**config.mk**
```make
export PLATFORM = sky130hd
export DESIGN_NAME = fetch_queue_flat
export DESIGN_NICKNAME = d
export VERILOG_FILES = /design/src/rtl/fetch_queue_if.sv /design/src/rtl/fetch_queue.sv /design/src/flat_wrapper.sv
export SDC_FILE = /design/constraint.sdc
export NUM_CORES = 2
export LEC_CHECK = 0
export CORE_MARGIN = 2
export CORE_UTILIZATION = 35
export DETAILED_ROUTE_END_ITERATION = 12
export SYNTH_ARGS = -nofsm -noshare
export SYNTH_HDL_FRONTEND = slang
export SYNTH_SLANG_ARGS = --single-unit
export TNS_END_PERCENT = 30
```
**constraint.sdc**
```tcl
create_clock -name clock -period 26.9 [get_ports clock]
set_clock_uncertainty 0.1 [all_clocks]
set_input_delay 5.38 -clock clock [delete_from_list [all_inputs] [get_ports clock]]
set_output_delay 5.38 -clock clock [all_outputs]
set_load 0.005 [all_outputs]
```
**src/rtl/fetch_queue_if.sv**
```systemverilog
// Fetch-to-dispatch bundle for fetch_queue: two fetched instructions in,
// two oldest instructions out, plus flush/stall handshakes and occupancy.
interface fetch_queue_if #(
    parameter int DEPTH = 8
);
    localparam int CW = $clog2(DEPTH) + 1;

    logic          flush;
    logic [31:0]   inst1_in;
    logic [31:0]   inst2_in;
    logic          inst1_in_valid;
    logic          inst2_in_valid;
    logic [63:0]   pc_in;
    logic          dispatch_stall;

    logic          fq_stall;
    logic [31:0]   inst1_out;
    logic [31:0]   inst2_out;
    logic [63:0]   inst1_pc_out;
    logic [63:0]   inst2_pc_out;
    logic          inst1_out_valid;
    logic          inst2_out_valid;
    logic [CW-1:0] count;

    // Fetch/dispatch side: drives instructions and stalls, observes the queue.
    modport master (
        output flush, inst1_in, inst2_in, inst1_in_valid, inst2_in_valid,
               pc_in, dispatch_stall,
        input  fq_stall, inst1_out, inst2_out, inst1_pc_out, inst2_pc_out,
               inst1_out_valid, inst2_out_valid, count
    );

    // Queue side.
    modport slave (
        input  flush, inst1_in, inst2_in, inst1_in_valid, inst2_in_valid,
               pc_in, dispatch_stall,
        output fq_stall, inst1_out, inst2_out, inst1_pc_out, inst2_pc_out,
               inst1_out_valid, inst2_out_valid, count
    );
endinterface

```
**src/rtl/fetch_queue.sv**
```systemverilog
// 2-in/2-out circular instruction buffer between fetch and dispatch, with
// show-ahead outputs, fetch back-pressure and full squash on a taken branch.
module fetch_queue #(
    parameter int DEPTH = 8
) (
    input  logic         clock,
    input  logic         reset,
    fetch_queue_if.slave fq
);
    localparam int PW = $clog2(DEPTH);
    localparam int CW = PW + 1;

    typedef struct packed {
        logic [31:0] inst;
        logic [63:0] pc;
    } entry_t;

    entry_t        mem [DEPTH];
    logic [PW-1:0] head;
    logic [PW-1:0] tail;
    logic [CW-1:0] count;

    logic          enq_ok;
    logic          deq_ok;
    logic          out1_valid;
    logic          out2_valid;
    logic [1:0]    nenq;
    logic [1:0]    ndeq;
    logic [PW-1:0] head_p1;
    logic [PW-1:0] inst2_slot;

    // Stall is purely a function of registered occupancy, so it never glitches.
    assign fq.fq_stall = (count > CW'(DEPTH - 2));
    assign fq.count    = count;

    // NOTE: every always_comb output gets a default first so no path can infer a latch.
    always_comb begin
        enq_ok     = !fq.fq_stall && !fq.flush;
        deq_ok     = !fq.dispatch_stall && !fq.flush;
        nenq       = enq_ok ? ({1'b0, fq.inst1_in_valid} + {1'b0, fq.inst2_in_valid}) : 2'd0;
        inst2_slot = fq.inst1_in_valid ? tail + PW'(1) : tail;
        head_p1    = head + PW'(1);

        out1_valid = (count >= CW'(1)) && !fq.flush;
        out2_valid = (count >= CW'(2)) && !fq.flush;
        ndeq       = deq_ok ? ({1'b0, out1_valid} + {1'b0, out2_valid}) : 2'd0;

        fq.inst1_out_valid = out1_valid;
        fq.inst2_out_valid = out2_valid;
        fq.inst1_out       = '0;
        fq.inst1_pc_out    = '0;
        fq.inst2_out       = '0;
        fq.inst2_pc_out    = '0;
        if (out1_valid) begin
            fq.inst1_out    = mem[head].inst;
            fq.inst1_pc_out = mem[head].pc;
        end
        if (out2_valid) begin
            fq.inst2_out    = mem[head_p1].inst;
            fq.inst2_pc_out = mem[head_p1].pc;
        end
    end

    // NOTE: storage is deliberately not reset; count gates every read, so stale entries are never visible.
    always_ff @(posedge clock) begin
        if (enq_ok) begin
            if (fq.inst1_in_valid) mem[tail]       <= '{inst: fq.inst1_in, pc: fq.pc_in};
            if (fq.inst2_in_valid) mem[inst2_slot] <= '{inst: fq.inst2_in, pc: fq.pc_in + 64'd4};
        end
    end

    // NOTE: sequential state uses non-blocking assignments so all registers see pre-edge values.
    always_ff @(posedge clock) begin
        if (!reset || fq.flush) begin
            head  <= '0;
            tail  <= '0;
            count <= '0;
        end else begin
            head  <= head + PW'(ndeq);
            tail  <= tail + PW'(nenq);
            count <= count + CW'(nenq) - CW'(ndeq);
        end
    end
endmodule

```
**src/flat_wrapper.sv**
```systemverilog
// flat-port wrapper written by rule: the top's interface ports become plain ports
module fetch_queue_flat 
#(
    parameter int DEPTH = 8
)
  (clock, reset, fq_flush, fq_inst1_in, fq_inst2_in, fq_inst1_in_valid, fq_inst2_in_valid, fq_pc_in, fq_dispatch_stall, fq_fq_stall, fq_inst1_out, fq_inst2_out, fq_inst1_pc_out, fq_inst2_pc_out, fq_inst1_out_valid, fq_inst2_out_valid, fq_count);
  fetch_queue_if #(.DEPTH(DEPTH)) fq_i ();
  input  logic clock;
  input  logic reset;
  input wire logic [$bits(fq_i.flush)-1:0] fq_flush;
  input wire logic [$bits(fq_i.inst1_in)-1:0] fq_inst1_in;
  input wire logic [$bits(fq_i.inst2_in)-1:0] fq_inst2_in;
  input wire logic [$bits(fq_i.inst1_in_valid)-1:0] fq_inst1_in_valid;
  input wire logic [$bits(fq_i.inst2_in_valid)-1:0] fq_inst2_in_valid;
  input wire logic [$bits(fq_i.pc_in)-1:0] fq_pc_in;
  input wire logic [$bits(fq_i.dispatch_stall)-1:0] fq_dispatch_stall;
  output wire logic [$bits(fq_i.fq_stall)-1:0] fq_fq_stall;
  output wire logic [$bits(fq_i.inst1_out)-1:0] fq_inst1_out;
  output wire logic [$bits(fq_i.inst2_out)-1:0] fq_inst2_out;
  output wire logic [$bits(fq_i.inst1_pc_out)-1:0] fq_inst1_pc_out;
  output wire logic [$bits(fq_i.inst2_pc_out)-1:0] fq_inst2_pc_out;
  output wire logic [$bits(fq_i.inst1_out_valid)-1:0] fq_inst1_out_valid;
  output wire logic [$bits(fq_i.inst2_out_valid)-1:0] fq_inst2_out_valid;
  output wire logic [$bits(fq_i.count)-1:0] fq_count;
  assign fq_i.flush = fq_flush;
  assign fq_i.inst1_in = fq_inst1_in;
  assign fq_i.inst2_in = fq_inst2_in;
  assign fq_i.inst1_in_valid = fq_inst1_in_valid;
  assign fq_i.inst2_in_valid = fq_inst2_in_valid;
  assign fq_i.pc_in = fq_pc_in;
  assign fq_i.dispatch_stall = fq_dispatch_stall;
  assign fq_fq_stall = fq_i.fq_stall;
  assign fq_inst1_out = fq_i.inst1_out;
  assign fq_inst2_out = fq_i.inst2_out;
  assign fq_inst1_pc_out = fq_i.inst1_pc_out;
  assign fq_inst2_pc_out = fq_i.inst2_pc_out;
  assign fq_inst1_out_valid = fq_i.inst1_out_valid;
  assign fq_inst2_out_valid = fq_i.inst2_out_valid;
  assign fq_count = fq_i.count;
  fetch_queue #(.DEPTH(DEPTH)) u_core (.clock(clock), .reset(reset), .fq(fq_i));
endmodule
```
Yosys cells after proc, flatten, opt, wreduce, memory -nomap -nowiden
Memories as Yosys holds them, arrays and structs flattened. A register that Yosys moved wholly into a read port is not among the register bits.
Cells that the tools add are included.
Word-level totals
  input bits: 134
  memories kept: 1
  word-level logic and storage cells: 39
  memory bits (writable): 768
  flip-flop bits (word level): 10
Operators by class
  muxes and demuxes: 14
  $add $sub $neg: 9
  reduce and logical (&&, ||, !) cells: 9
  $lt $le $gt $ge: 3
Memory list
  u_core.mem: words 8, bits a word 96, rd ports 2, clocked after Yosys merged registers in 1, write ports 2, RTL line fetch_queue.sv:18  | entry_t mem [DEPTH];
Operators with widths (number)
  64-bit 2-to-1 mux: 2
  64-bit by 3-bit adder with 64-bit output (second input constant): 1
  32-bit 2-to-1 mux: 2
  3-bit by 1-bit adder with 3-bit output (second input constant): 2
  3-bit by 2-bit adder with 3-bit output: 2
  1-bit 2-to-1 mux: 6
  3-bit 2-to-1 mux: 2
  1-bit by 1-bit adder with 2-bit output: 2
  4-bit by 2-bit adder with 4-bit output: 1
  4-bit by 1-bit greater-or-equal comparator with 1-bit output (second input constant): 1
  4-bit by 2-bit greater-or-equal comparator with 1-bit output (second input constant): 1
  4-bit by 3-bit > comparator with 1-bit output (second input constant): 1
  1-bit logical AND: 4
  1-bit logical NOT: 4
  2-bit 2-to-1 mux: 2
  4-bit by 2-bit subtractor with 4-bit output: 1
  1-bit logical OR: 1

Longest topological paths before layout
  depth in word-level cells: 6
  depth in mapped cells: 18
  depth with buffers taken out: 15

Worst setup path before layout
Ideal clock, no wire load.
  path kind: input-to-reg
  start: input fq_flush
  end: memory u_core.mem[2][0] (netlist bit) (enable)
  path buffers: 1
  arrival time: 12903 ps
  data required time: 26108 ps
  setup slack: 13205 ps
  stages: 4
  path through: clkbuf_1 -> nor2_1 -> nand2_1 -> o31ai_1
RTL lines
  start: declaration: RTL line flat_wrapper.sv:10  | input wire logic [$bits(fq_i.flush)-1:0] fq_flush;
  end: declaration: RTL line fetch_queue.sv:18

Worst setup path after layout
  start: input fq_flush
  end: output fq_inst1_out_valid
On the way
  cells in the longest elaborated chain, start to end: 2
Ends and longest elaborated chain
  1-bit logical NOT: RTL line fetch_queue.sv:44  | out1_valid = (count >= CW'(1)) && !fq.flush;
  1-bit logical AND: RTL line fetch_queue.sv:44
  end: declaration: RTL line flat_wrapper.sv:22  | output wire logic [$bits(fq_i.inst1_out_valid)-1:0] fq_inst1_out_valid;
Every way passes these cells.

==> out/qor.csv <==
metric,value,unit
IO Count,333,
Std-Cell Rows,135,
P per Cell Area,55.34,nW/um^2
Final ANT Viol Nets,0,
Yosys reg bits,778,
post-synthesis compound-gate area fraction,0.01303,
Final GP Congestion,0.8305,
CTS Hold Bufs,0,
Slew Limit Fails,0,
Routed WL,166600,um
"Primary FF master, synth",edfxtp_1,
Top delay family on crit path,buffers and inverters,
Synth Cell Area,47440,um^2
Crit-path slowest cell,clkdlybuf4s50_1,
Finished Core Util,0.4063,
Placed Area,52060,um^2
multiplexer share of the synthesized area,0.2026,
via count,33950,
Yosys top cell by area,edfxtp_1,
vias in the first global route,33240,
result of the run,completed,
Placed Instances,5887,
Yosys warning total,0,
# DRC,0,
sequential-to-total area share from yosys stat,0.4904,
Crit Reg-Reg Endpoint,u_core.mem[1][27],
GRT Util Overall,0.2376,
Initial DRT Pass Iterations,8,
Max VDD drop,44.39,uV
synthesized instance count,4095,
RSZ-0062 raised after global routing,false,
worst skew pair latency,0.68,ns
hold path depth,2,
Setup-failing EPs final,0,
GRT Residual Overflow,0,
first-pass GRT wire length,237200,um
async set or reset register ratio after synthesis,0,
Clk Tree Root Cell,clkbuf_16,
Tmin final,13.99,ns
final hold slack,0.6679,ns
CTS buffer count,91,
largest family of logic cells by synthesized area,multiplexers,
DP Worst Slack,12.87,ns
largest net degree at the start of global routing,129,
Clock Tree Buf Depth,3,
worst setup path start,fq_flush,
clock-pin transition on the worst setup and hold timing paths,0.06,ns
die area,138500,um^2
CP bufs+invs,5,
MaxCap Viol Count,0,
Filler Cell Count,12550,
crit-path cells,clkdlybuf4s50_1 > a21o_4 > inv_1 > a21oi_4 > buf_4 > inv_1 > clkdlybuf4s50_1,
Final period util,0.5200,
Initial Utilization,0.3515,
critical path's largest stage delay,0.66,ns
Post-Synth Adder-Cell Area,0.005117,
Startpoint Class,input port,
Post-synth EDFFs,768,
Synth cell types,57,
port bufs,332,
initial antenna violation count,22,
setup bufs post-CTS,0,
CTS sink count,778,
P&R area growth vs syn,15.59,%
Post-Syn Nets,4246,
hold worst-path end,u_core.tail[2],
Die Wd,372.1,um
Final Worst Setup Slack,12.91,ns
HP Class,reg -> reg,
worst r2r path cells,8,
syn_area_per_cell,11.58,um^2
critical path depth in cells,7,
accumulated negative setup slack,0,ns
Crit path arrival time,8.51,ns
Final Cell Area,54830,um^2
vias per cell,5.599,
hold path start,u_core.tail[2],
Final Net Count,4350,
worst rel slew slack,0.1370,
Total Power,3.034,mW
layout cells sized above 1,0.1536,
worst endpoint required time,21.42,ns
DRT iter0 DRCs,3700,
synth top area cells,"edfxtp_1 (49%), mux4_2 (18%), nand2_1 (9.0%)",
WS Path Type,in -> out,
Hold Fails Final Rpt,0,
Finished Layout Cells,6064,
dpl hpwl,101700,um
CTS tree,done,
WL/cell,27.48,um
Reg2Reg Setup Slack,22.13,ns
top-area cell type share of the netlist area,0.4862,
worst-path fanout max,46,
Leak,17.97,nW
r2r startpoint,u_core.fq.count[3],
Slew @ Worst Pin,1.285,ns
post-synthesis simple-gate area fraction,0.1575,
Worst Setup End Kind,primary output,
H-tree level count,3,
Placeable Area,135000,um^2
Resize count post-CTS,0,
Fmax achieved,0.07149,GHz
post-synthesis xor/xnor area fraction,0.09158,
die height,372.1,um
cells in the final DEF, fill, tap and decap left out, types with 38 or more instances in the layout:
cell and instances:
nor2_1 366, edfxtp_1 768, a21oi_1 97, mux2i_1 96, nor3_1 118, xor2_1 306
xnor2_1 188, nand4_1 38, nand2_1 1128, buf_4 70, clkbuf_16 92, clkdlybuf4s50_1 332
mux4_2 384
routing by layer:
layer	wire length (um)	GRT usage
met2	79340	0.3904
met1	67350	0.3173
met3	15030	0.04628
met5	126	0
met4	4786	0.07320
how the worst max path moves through the flow:
stage                          to  slack (ns)
2_1_floorplan    u_core.mem[2][0]       13.21
3_3_place_gp   fq_inst1_out_valid       13.03
3_5_place_dp   fq_inst1_out_valid       12.87
4_1_cts        fq_inst1_out_valid       12.86
5_1_grt        fq_inst1_out_valid       12.75
6_report       fq_inst1_out_valid       12.91
final cells by class:
| cell class | instances | area (um^2) | share of cell area |
|---|---|---|---|
| inverters | 21 | 78.83 | 0.001438 |
| diodes | 13 | 32.53 | 0.0005933 |
| clock buffers | 112 | 2377 | 0.04336 |
| multi-input cells | 2902 | 22570 | 0.4117 |
| clock inverters | 52 | 356.6 | 0.006504 |
| repair buffers | 405 | 3909 | 0.07129 |
| flip-flops and latches | 778 | 23270 | 0.4245 |
| well taps | 1781 | 2228 | 0.04064 |
registers in the layout, indices dropped and copies added, names as in the netlist:
signal / flops
u_core.fq.count: 4
u_core.mem: 768
u_core.tail: 3
u_core.head: 3
synth_stat cells, types with 3 or more instances:
cell	count
mux4_2	384
nor2_1	374
and4_1	4
nor2_4	6
nor4_4	4
buf_1	65
o21ai_0	6
a21oi_1	98
or4_1	3
xor2_1	307
and3_1	9
xnor2_1	189
inv_1	14
nor3_1	118
buf_4	63
nand2_1	1136
clkbuf_2	17
nor4_1	17
fa_1	4
edfxtp_1	768
nand3_1	37
nand2b_1	3
clkbuf_1	203
inv_2	7
nor4_2	4
nand4_1	38
nand3_2	6
ha_1	13
nor3b_1	4
dfxtp_1	10
mux2i_1	96
nor2b_1	4
buf_2	44
and2_1	8
worst min-delay path, cell delays in order, from the launching register on:
cell,delay [ns]
dfxtp_1,0.46
xor2_1,0.22
nor2_1,0.05
where the power goes:
part | internal [mW] | total (mW) | switching (mW)
combinational | 0.212 | 0.472 | 0.261
sequential | 1.37 | 1.39 | 0.0168
clock | 0.655 | 1.17 | 0.519
total | 2.24 | 3.03 | 0.796
cell families after synthesis:
logic type / after synthesis
flip-flops: 778
AND/OR/NAND/NOR: 1793
buffers and inverters: 415
multiplexers: 480
XOR/XNOR: 496
adder cells (fa/ha/maj): 17
AO/OA/AOI/OAI: 116
No activity file was read; power rests on OpenSTA's default activity.
